--- config.mk ---
export PLATFORM = sky130hd
export DESIGN_NAME = jtcop_obj_scan
export DESIGN_NICKNAME = d
export VERILOG_FILES = /design/src/rtl/jtcop_obj_scan.sv
export SDC_FILE = /design/constraint.sdc
export NUM_CORES = 1
export LEC_CHECK = 0
export ABC_AREA = 0
export CAP_MARGIN = 25
export CORE_ASPECT_RATIO = 0.8
export CORE_UTILIZATION = 25
export CTS_BUF_LIST = sky130_fd_sc_hd__clkbuf_4 sky130_fd_sc_hd__clkbuf_8
export DETAILED_ROUTE_END_ITERATION = 16
export PLACE_DENSITY = 0.4
export SYNTH_ARGS = -nofsm -noshare
export SYNTH_HDL_FRONTEND = slang
export SYNTH_SLANG_ARGS = --single-unit
--- constraint.sdc ---
create_clock -name clk -period 7.1 [get_ports clk]
set_input_delay 1.065 -clock clk [delete_from_list [all_inputs] [get_ports clk]]
set_output_delay 1.065 -clock clk [all_outputs]
set_load 0.005 [all_outputs]
--- src/rtl/jtcop_obj_scan.sv ---
// Per-line object scheduler: walks the 256-entry object table on every line start and issues
// one draw command per vertically visible object. Optional per-line draw cap: JTCOP_OBJ_LIMIT_EN.
module jtcop_obj_scan #(
  parameter int         MAXOBJ  = 32,
  parameter logic [8:0] HOFFSET = 9'd0
) (
  input  logic        clk,
  input  logic        rst_n,
  input  logic        LHBL,
  input  logic [8:0]  vrender,
  input  logic        flip,
  output logic [9:0]  tbl_addr,
  input  logic [15:0] tbl_dout,
  output logic        draw,
  input  logic        draw_busy,
  output logic [11:0] tile_id,
  output logic [3:0]  veff,
  output logic        hflip,
  output logic [3:0]  pal,
  output logic [8:0]  hpos,
  output logic        scan_done
);

  typedef enum logic [2:0] {
    IDLE,
    RD0,
    RD1,
    RD2,
    CHECK,
    ISSUE,
    WAIT,
    DONE
  } state_t;

  state_t      st, st_nxt;
  logic [7:0]  obj, obj_nxt;
  logic [9:0]  addr_nxt;
  logic        lhbl_l;
  logic        line_start;
  logic        issue;
  logic        limit_hit;

  // decoded fields of the entry being processed
  logic        e_en, e_fy, e_fx;
  logic [1:0]  e_h;
  logic [8:0]  e_y;
  logic [11:0] e_code;
  logic [3:0]  e_pal;
  logic [8:0]  e_x;

  logic [8:0]  ydiff;
  logic [9:0]  span;
  logic        visible;
  logic [2:0]  row_mask, row_raw, row;
  logic        vflip;
  logic [3:0]  veff_c;
  logic [11:0] tile_c;
  logic [8:0]  hx, hpos_c;

  assign line_start = lhbl_l & ~LHBL;

  // vertical coverage and row selection within the object
  always_comb begin
    ydiff   = vrender - e_y;
    span    = 10'd16 << e_h;
    visible = e_en && ({1'b0, ydiff} < span);
    case (e_h)
      2'd0:    row_mask = 3'd0;
      2'd1:    row_mask = 3'd1;
      2'd2:    row_mask = 3'd3;
      default: row_mask = 3'd7;
    endcase
    row_raw = ydiff[6:4] & row_mask;
    vflip   = e_fy ^ flip;
    row     = vflip ? (row_mask - row_raw) : row_raw;
    veff_c  = vflip ? ~ydiff[3:0] : ydiff[3:0];
    tile_c  = e_code + {9'd0, row};
    hx      = flip ? (9'd496 - e_x) : e_x;
    hpos_c  = hx + HOFFSET;
  end

`ifdef JTCOP_OBJ_LIMIT_EN
  logic [8:0] draw_cnt;

  always_ff @(posedge clk or negedge rst_n) begin
    if (!rst_n) begin
      draw_cnt <= 9'd0;
    end else if (line_start) begin
      draw_cnt <= 9'd0;
    end else if (issue) begin
      draw_cnt <= draw_cnt + 9'd1;
    end
  end

  assign limit_hit = int'(draw_cnt) >= MAXOBJ;
`else
  assign limit_hit = 1'b0;
`endif

  always_comb begin
    st_nxt  = st;
    obj_nxt = obj;
    issue   = 1'b0;
    case (st)
      IDLE:  st_nxt = IDLE;
      RD0:   st_nxt = RD1;
      RD1:   st_nxt = RD2;
      RD2:   st_nxt = CHECK;
      CHECK: st_nxt = visible ? ISSUE : WAIT;
      ISSUE: begin
        if (!draw_busy) begin
          issue  = 1'b1;
          st_nxt = WAIT;
        end
      end
      WAIT: begin
        if (obj == 8'hff || limit_hit) begin
          st_nxt = DONE;
        end else begin
          obj_nxt = obj + 8'd1;
          st_nxt  = RD0;
        end
      end
      DONE:    st_nxt = IDLE;
      default: st_nxt = IDLE;
    endcase
    // a new line aborts whatever is in flight
    if (line_start) begin
      st_nxt  = RD0;
      obj_nxt = 8'd0;
      issue   = 1'b0;
    end
    case (st_nxt)
      RD0:     addr_nxt = {obj_nxt, 2'd0};
      RD1:     addr_nxt = {obj_nxt, 2'd1};
      RD2:     addr_nxt = {obj_nxt, 2'd2};
      default: addr_nxt = tbl_addr;
    endcase
  end

  always_ff @(posedge clk or negedge rst_n) begin
    if (!rst_n) begin
      st        <= IDLE;
      obj       <= 8'd0;
      lhbl_l    <= 1'b0;
      tbl_addr  <= 10'd0;
      draw      <= 1'b0;
      tile_id   <= 12'd0;
      veff      <= 4'd0;
      hflip     <= 1'b0;
      pal       <= 4'd0;
      hpos      <= 9'd0;
      scan_done <= 1'b1;
      e_en      <= 1'b0;
      e_fy      <= 1'b0;
      e_fx      <= 1'b0;
      e_h       <= 2'd0;
      e_y       <= 9'd0;
      e_code    <= 12'd0;
      e_pal     <= 4'd0;
      e_x       <= 9'd0;
    end else begin
      st       <= st_nxt;
      obj      <= obj_nxt;
      lhbl_l   <= LHBL;
      tbl_addr <= addr_nxt;
      draw     <= issue;
      // RAM data trails its address by one clock
      case (st)
        RD1: begin
          e_en <= tbl_dout[15];
          e_fy <= tbl_dout[14];
          e_fx <= tbl_dout[13];
          e_h  <= tbl_dout[12:11];
          e_y  <= tbl_dout[8:0];
        end
        RD2:   e_code <= tbl_dout[11:0];
        CHECK: begin
          e_pal <= tbl_dout[15:12];
          e_x   <= tbl_dout[8:0];
        end
        default: ;
      endcase
      if (issue) begin
        tile_id <= tile_c;
        veff    <= veff_c;
        hflip   <= e_fx ^ flip;
        pal     <= e_pal;
        hpos    <= hpos_c;
      end
      if (line_start) begin
        scan_done <= 1'b0;
      end else if (st_nxt == DONE) begin
        scan_done <= 1'b1;
      end
    end
  end

endmodule

[Word-level counts from Yosys, hierarchy flattened]
Cells that the tools add are included.
Storage, ports and cells
  flip-flop bits (word level): 93
  logic and storage cells: 70
Operators by class
  add/subtract/negate cells: 5
  $lt $le $gt $ge: 1
  equality and inequality tests: 14
  shift operators: 1
  multiplexer cells: 18
  bitwise logic cells: 6
  reduce and logical (&&, ||, !) cells: 6
Operators with widths (count)
  case mux 10 bit (3 select lines): 1
  2-to-1 mux 8 bit: 3
  case mux 3 bit (7 select lines): 1
  equality test 3 bit (second input constant): 5
  adder 12 x 3 -> 12 bit: 1
  equality test 3 x 2 -> 1 bit (second input constant): 4
  2-to-1 mux 3 bit: 4
  less-than comparator 9 x 10 -> 1 bit: 1
  left shift 5 x 2 -> 10 bit (first input constant): 1
  2-to-1 mux 9 bit: 1
  case mux 3 bit (3 select lines): 1
  subtractor 9 bit: 1
  subtractor 9 bit (first input constant): 1
  adder 8 x 1 -> 8 bit (second input constant): 1
  equality test 8 bit (second input constant): 1
  equality test 3 x 1 -> 1 bit (second input constant): 2
  2-to-1 mux 1 bit: 5
  2-to-1 mux 4 bit: 1
  NOT 4 bit: 1
  bitwise AND 3 bit: 1
  zero test 3 bit: 1
  nonzero test 3 bit: 1
  subtractor 3 bit: 1
  equality test 2 x 1 -> 1 bit (second input constant): 1
  9 further kinds: 10

[Logic depth before layout (Yosys ltp)]
  word-level depth: 9
  mapped depth: 18
  mapped depth without buffers: 18

[Worst setup path after synthesis]
OpenSTA, ideal clock, no wires.
  path kind: input -> register
  start: input vrender[0]
  end: register tile_id[11]
  library setup time: 0.132 ns
  data arrival time: 3.655 ns
  data required time: 6.968 ns
  setup slack: 3.312 ns
  stages: 15
  path buffers: 0
  cells stage by stage: inv_1 ha_1 inv_1 fa_1 a211oi_1 o21bai_1 a21oi_1 xnor2_1 mux2_1 ha_1 o21ai_0 nor2_1 nand4_1 xor2_1 o21ai_1
Between the ends
  cells in the longest elaborated chain, start to end: 5
RTL lines
  start: declaration: line 10  | input logic [8:0] vrender,
  subtractor 9 bit *: line 64  | ydiff = vrender - e_y;
  bitwise AND 3 bit *: line 73  | row_raw = ydiff[6:4] & row_mask;
  subtractor 3 bit: line 75  | row = vflip ? (row_mask - row_raw) : row_raw;
  2-to-1 mux 3 bit *: line 75
  adder 12 x 3 -> 12 bit *: line 77  | tile_c = e_code + {9'd0, row};
  end signal: assignment: line 185  | tile_id <= tile_c;
  end: declaration: line 16  | output logic [11:0] tile_id,
Every way passes the cells marked *; elsewhere a longest branch is shown, timed or not.
A chain may end at the register's enable or synchronous reset.

[Final worst setup path]
Ends and elaborated chain as after synthesis.

==> flow_summary.yaml <==
outcome:
  status: "complete, no violations"
routing:
  wl_per_cell_um: 15.3
  antenna_violating_nets_post_route: 0
  wl_mm: 11.7
  post_drt_via_cell_ratio: 4.30
  drt-pass1-iter-count: 4
  detailedRoute.firstIterationViolations: 95
  via_count: 3288
  detail_route.drc_violations: 0
die:
  boundaryPins: 72
  fp.dieH_um: 124
  floorplan.die_area_um2: 19200
  rows: 44
  floorplan.initialDensity_pct: 25.6
  floorplan.die.width_um: 155
  core-area_um2: 18200
global_route:
  grtUsageMet2_pct: 18.8
  antenna_found_initial: 1
  largest_net_degree_at_the_start_of_global_routing: 71
  grt.busiest_layer: "met1"
  grt_pass1_wl_mm: 19.2
  grt_pass1_vias: 3359
  grt.overflow.total: 0
  groute.usage.overall_pct: 13.5
  globalRouteMet1Util_pct: 19.8
  use_met3_pct: 3.55
placed_design:
  half_perimeter_wire_length_after_detailed_placement_mm: 8.66
  gp_routability_congestion: 0.767
  port_buffers: 71
  placedCellCount: 747
clock_tree:
  cts.repair.resized: 0
  htreeDepth: 3
  cts-root-to-sink-buffers: 2
  clock_tree.root_cell: "sky130_fd_sc_hd__clkbuf_8"
  postCtsSetupRepairBufs: 0
  clkTransAtPathRegs_ns: 0.09
  cts_tree: "done"
  cts_made_buffers: 9
  postCtsHoldBufs: 0
  clock_insertion_delay_worst_skew_ns: 0.39
  cts.sink_count: 93
worst_hold_path:
  worstHoldPathType: "flop to flop"
  hold_end: "pal[2]"
  timing.hold.worst.start: "e_pal[2]"
  cell_count_of_the_worst_hold_path: 2
yosys:
  ys_warn_count: 0
  synth.area.top_cells: "sky130_fd_sc_hd__dfrtp_1 (49%), sky130_fd_sc_hd__mux2_2 (6.3%), sky130_fd_sc_hd__nand2_1 (6.0%)"
  syn-instance-count: 434
  top_cell_type_s_share_of_synthesized_area_pct: 49.4
  synth_area_per_cell_um2: 10.7
  post_synth_instance_area_um2: 4660
  async_set_or_reset_flop_fraction_in_the_synthesized_netlist_pct: 100
  synth_ff_type: "sky130_fd_sc_hd__dfrtp_1"
  post-synth-top-area-cell: "sky130_fd_sc_hd__dfrtp_1"
  synth_seq_cells: 93
  synth_commonest_cells: "sky130_fd_sc_hd__dfrtp_1 (92), sky130_fd_sc_hd__nand2_1 (75), sky130_fd_sc_hd__mux2_2 (26)"
  synth-edff-count: 0
  synth.yosys.seq_area_share_pct: 49.9
  leading_cell_type_by_number_of_instances_after_synthesis: "sky130_fd_sc_hd__dfrtp_1"
  netlist-cell-type-count: 60
  synth.net_count: 484
cells_and_area:
  share_of_final_layout_standard_cells_stronger_than_drive_strength_1_pct: 14.1
  register_area_um2: 2330
  n_fill_cell: 1893
  nNetsFinal: 557
  multiInputGateArea_um2: 2210
  n_antenna_cell: 0
  final_cell_count_no_fill: 765
  fin_util_pct: 32.2
  area_delta_synth_final_pct: 25.7
timing:
  final_setup_violating_endpoints: 0
  fin_setup_tns_ns: 0
  holdWs_ns: 0.482
  hold_violations: 0
  rsz0062_at_grt: "no"
  final.min_clock_period_ns: 4.21
  clock_skew_ns: 0.0106
  timing_worst_slew_pin_value_ns: 0.878
  finalCritPeriodShare_pct: 59.4
  drv_slew: 0
  max-slew-margin-rel_pct: 41.5
  max_freq_mhz: 237
setup_path:
  worst_ep_arrival_time_ns: 4.52
  path_max_fanout: 5
  timing.critical_path.required_ns: 7.41
  number_of_cells_traversed_by_the_worst_register_to_register_path: 14
  crit-reg2reg-capture: "tile_id[11]"
  setup.reg_to_reg.worst_slack_ns: 3.66
  end_kind: "flop"
  critPathLaunchType: "primary input"
  path_class: "primary input to flop"
  regToRegStartpoint: "e_y[0]"
power_and_ir_drop:
  ir_worst_vdd_v: 0.000114
  p_total_mw: 2.34
  powerDensity_nw_per_um2: 399
  static_leakage_nw: 2.51
job:
  drv_cap: 0
flip-flops by register name (all words and copies together) (netlist names), 2 cells and up:
name,count
pal,4
e_h,2
obj,8
tile_id,12
e_x,9
st,3
tbl_addr,10
veff,4
e_y,9
e_pal,4
e_code,12
hpos,9
routing by layer:
layer / routed length (um) / share of wire (%)
met2: 4660 / 40
met4: 153 / 1.3
met1: 6410 / 55
met5: 0 / 0
met3: 515 / 4.4
stage by stage:
stage | area [um2] | setup WS (ns)
detailed placement | 5650 | 2.50
global placement | 5650 | 2.56
floorplan | 4660 | 3.31
finish | 5860 | 2.89
CTS | 5820 | 2.90
global route | 5860 | 2.56
power by group:
part	switching (mW)	leakage, nW	total [mW]	internal (mW)
Sequential	0.164	1.18	0.892	0.728
Combinational	0.536	1.23	1.10	0.567
Clock	0.206	0.0907	0.340	0.134
worst max-delay path by stage:
stage / from / end / slack (ns) / depth (start not counted)
floorplan: vrender[0] / tile_id[11] / 3.31 / 15
global placement: vrender[0] / tile_id[11] / 2.56 / 16
detailed placement: vrender[0] / tile_id[11] / 2.50 / 16
CTS: vrender[0] / tile_id[11] / 2.90 / 16
global route: vrender[0] / tile_id[11] / 2.56 / 16
finish: vrender[0] / tile_id[11] / 2.89 / 16
worst max-delay path, stage by stage:
cell,delay (ns)
sky130_fd_sc_hd__clkdlybuf4s50_1,0.40
sky130_fd_sc_hd__inv_1,0.06
sky130_fd_sc_hd__ha_1,0.16
sky130_fd_sc_hd__inv_1,0.05
sky130_fd_sc_hd__fa_1,0.42
sky130_fd_sc_hd__a211oi_1,0.30
sky130_fd_sc_hd__o21bai_1,0.12
sky130_fd_sc_hd__a21oi_1,0.18
sky130_fd_sc_hd__xnor2_1,0.19
sky130_fd_sc_hd__mux2_1,0.39
sky130_fd_sc_hd__ha_1,0.36
sky130_fd_sc_hd__o21ai_0,0.09
sky130_fd_sc_hd__nor2_1,0.30
sky130_fd_sc_hd__nand4_1,0.16
sky130_fd_sc_hd__xor2_1,0.16
sky130_fd_sc_hd__o21ai_1,0.12
cell usage in the layout, fill, tap and decap left out, types with 5 or more instances in the layout:
cell                              Yosys  routed
sky130_fd_sc_hd__mux2_4               8       8
sky130_fd_sc_hd__clkdlybuf4s50_1      0      70
sky130_fd_sc_hd__xnor2_1             19      19
sky130_fd_sc_hd__dfrtp_1             92      92
sky130_fd_sc_hd__buf_4                0       5
sky130_fd_sc_hd__nand2_1             75      75
sky130_fd_sc_hd__mux2_2              26      26
sky130_fd_sc_hd__nor2_1              17      17
sky130_fd_sc_hd__nand2b_1             5       5
sky130_fd_sc_hd__inv_1               15      15
sky130_fd_sc_hd__o21ai_0             23      23
sky130_fd_sc_hd__xor2_1              14      14
sky130_fd_sc_hd__o21ai_1             21      21
sky130_fd_sc_hd__a21oi_1              9       9
sky130_fd_sc_hd__clkbuf_8             0       9
sky130_fd_sc_hd__ha_1                18      18
final cells by class:
type | count | share of cell area (%)
inverter | 16 | 1.02
tap | 253 | 5.40
timing repair buffer | 76 | 13.1
sequential | 93 | 39.7
multi-input combinational | 311 | 37.7
clock buffer | 10 | 2.24
clock inverter | 6 | 0.811
cells by family after synthesis:
logic type	Yosys count	synth area share [%]
flip-flops	93	49.9
adder cells (fa/ha/maj)	20	5.69
XOR/XNOR	33	6.20
AND/OR/NAND/NOR	138	14.6
AO/OA/AOI/OAI	78	10.2
buffers and inverters	30	2.66
multiplexers	42	10.7
No activity file was read; power rests on OpenSTA's default activity.
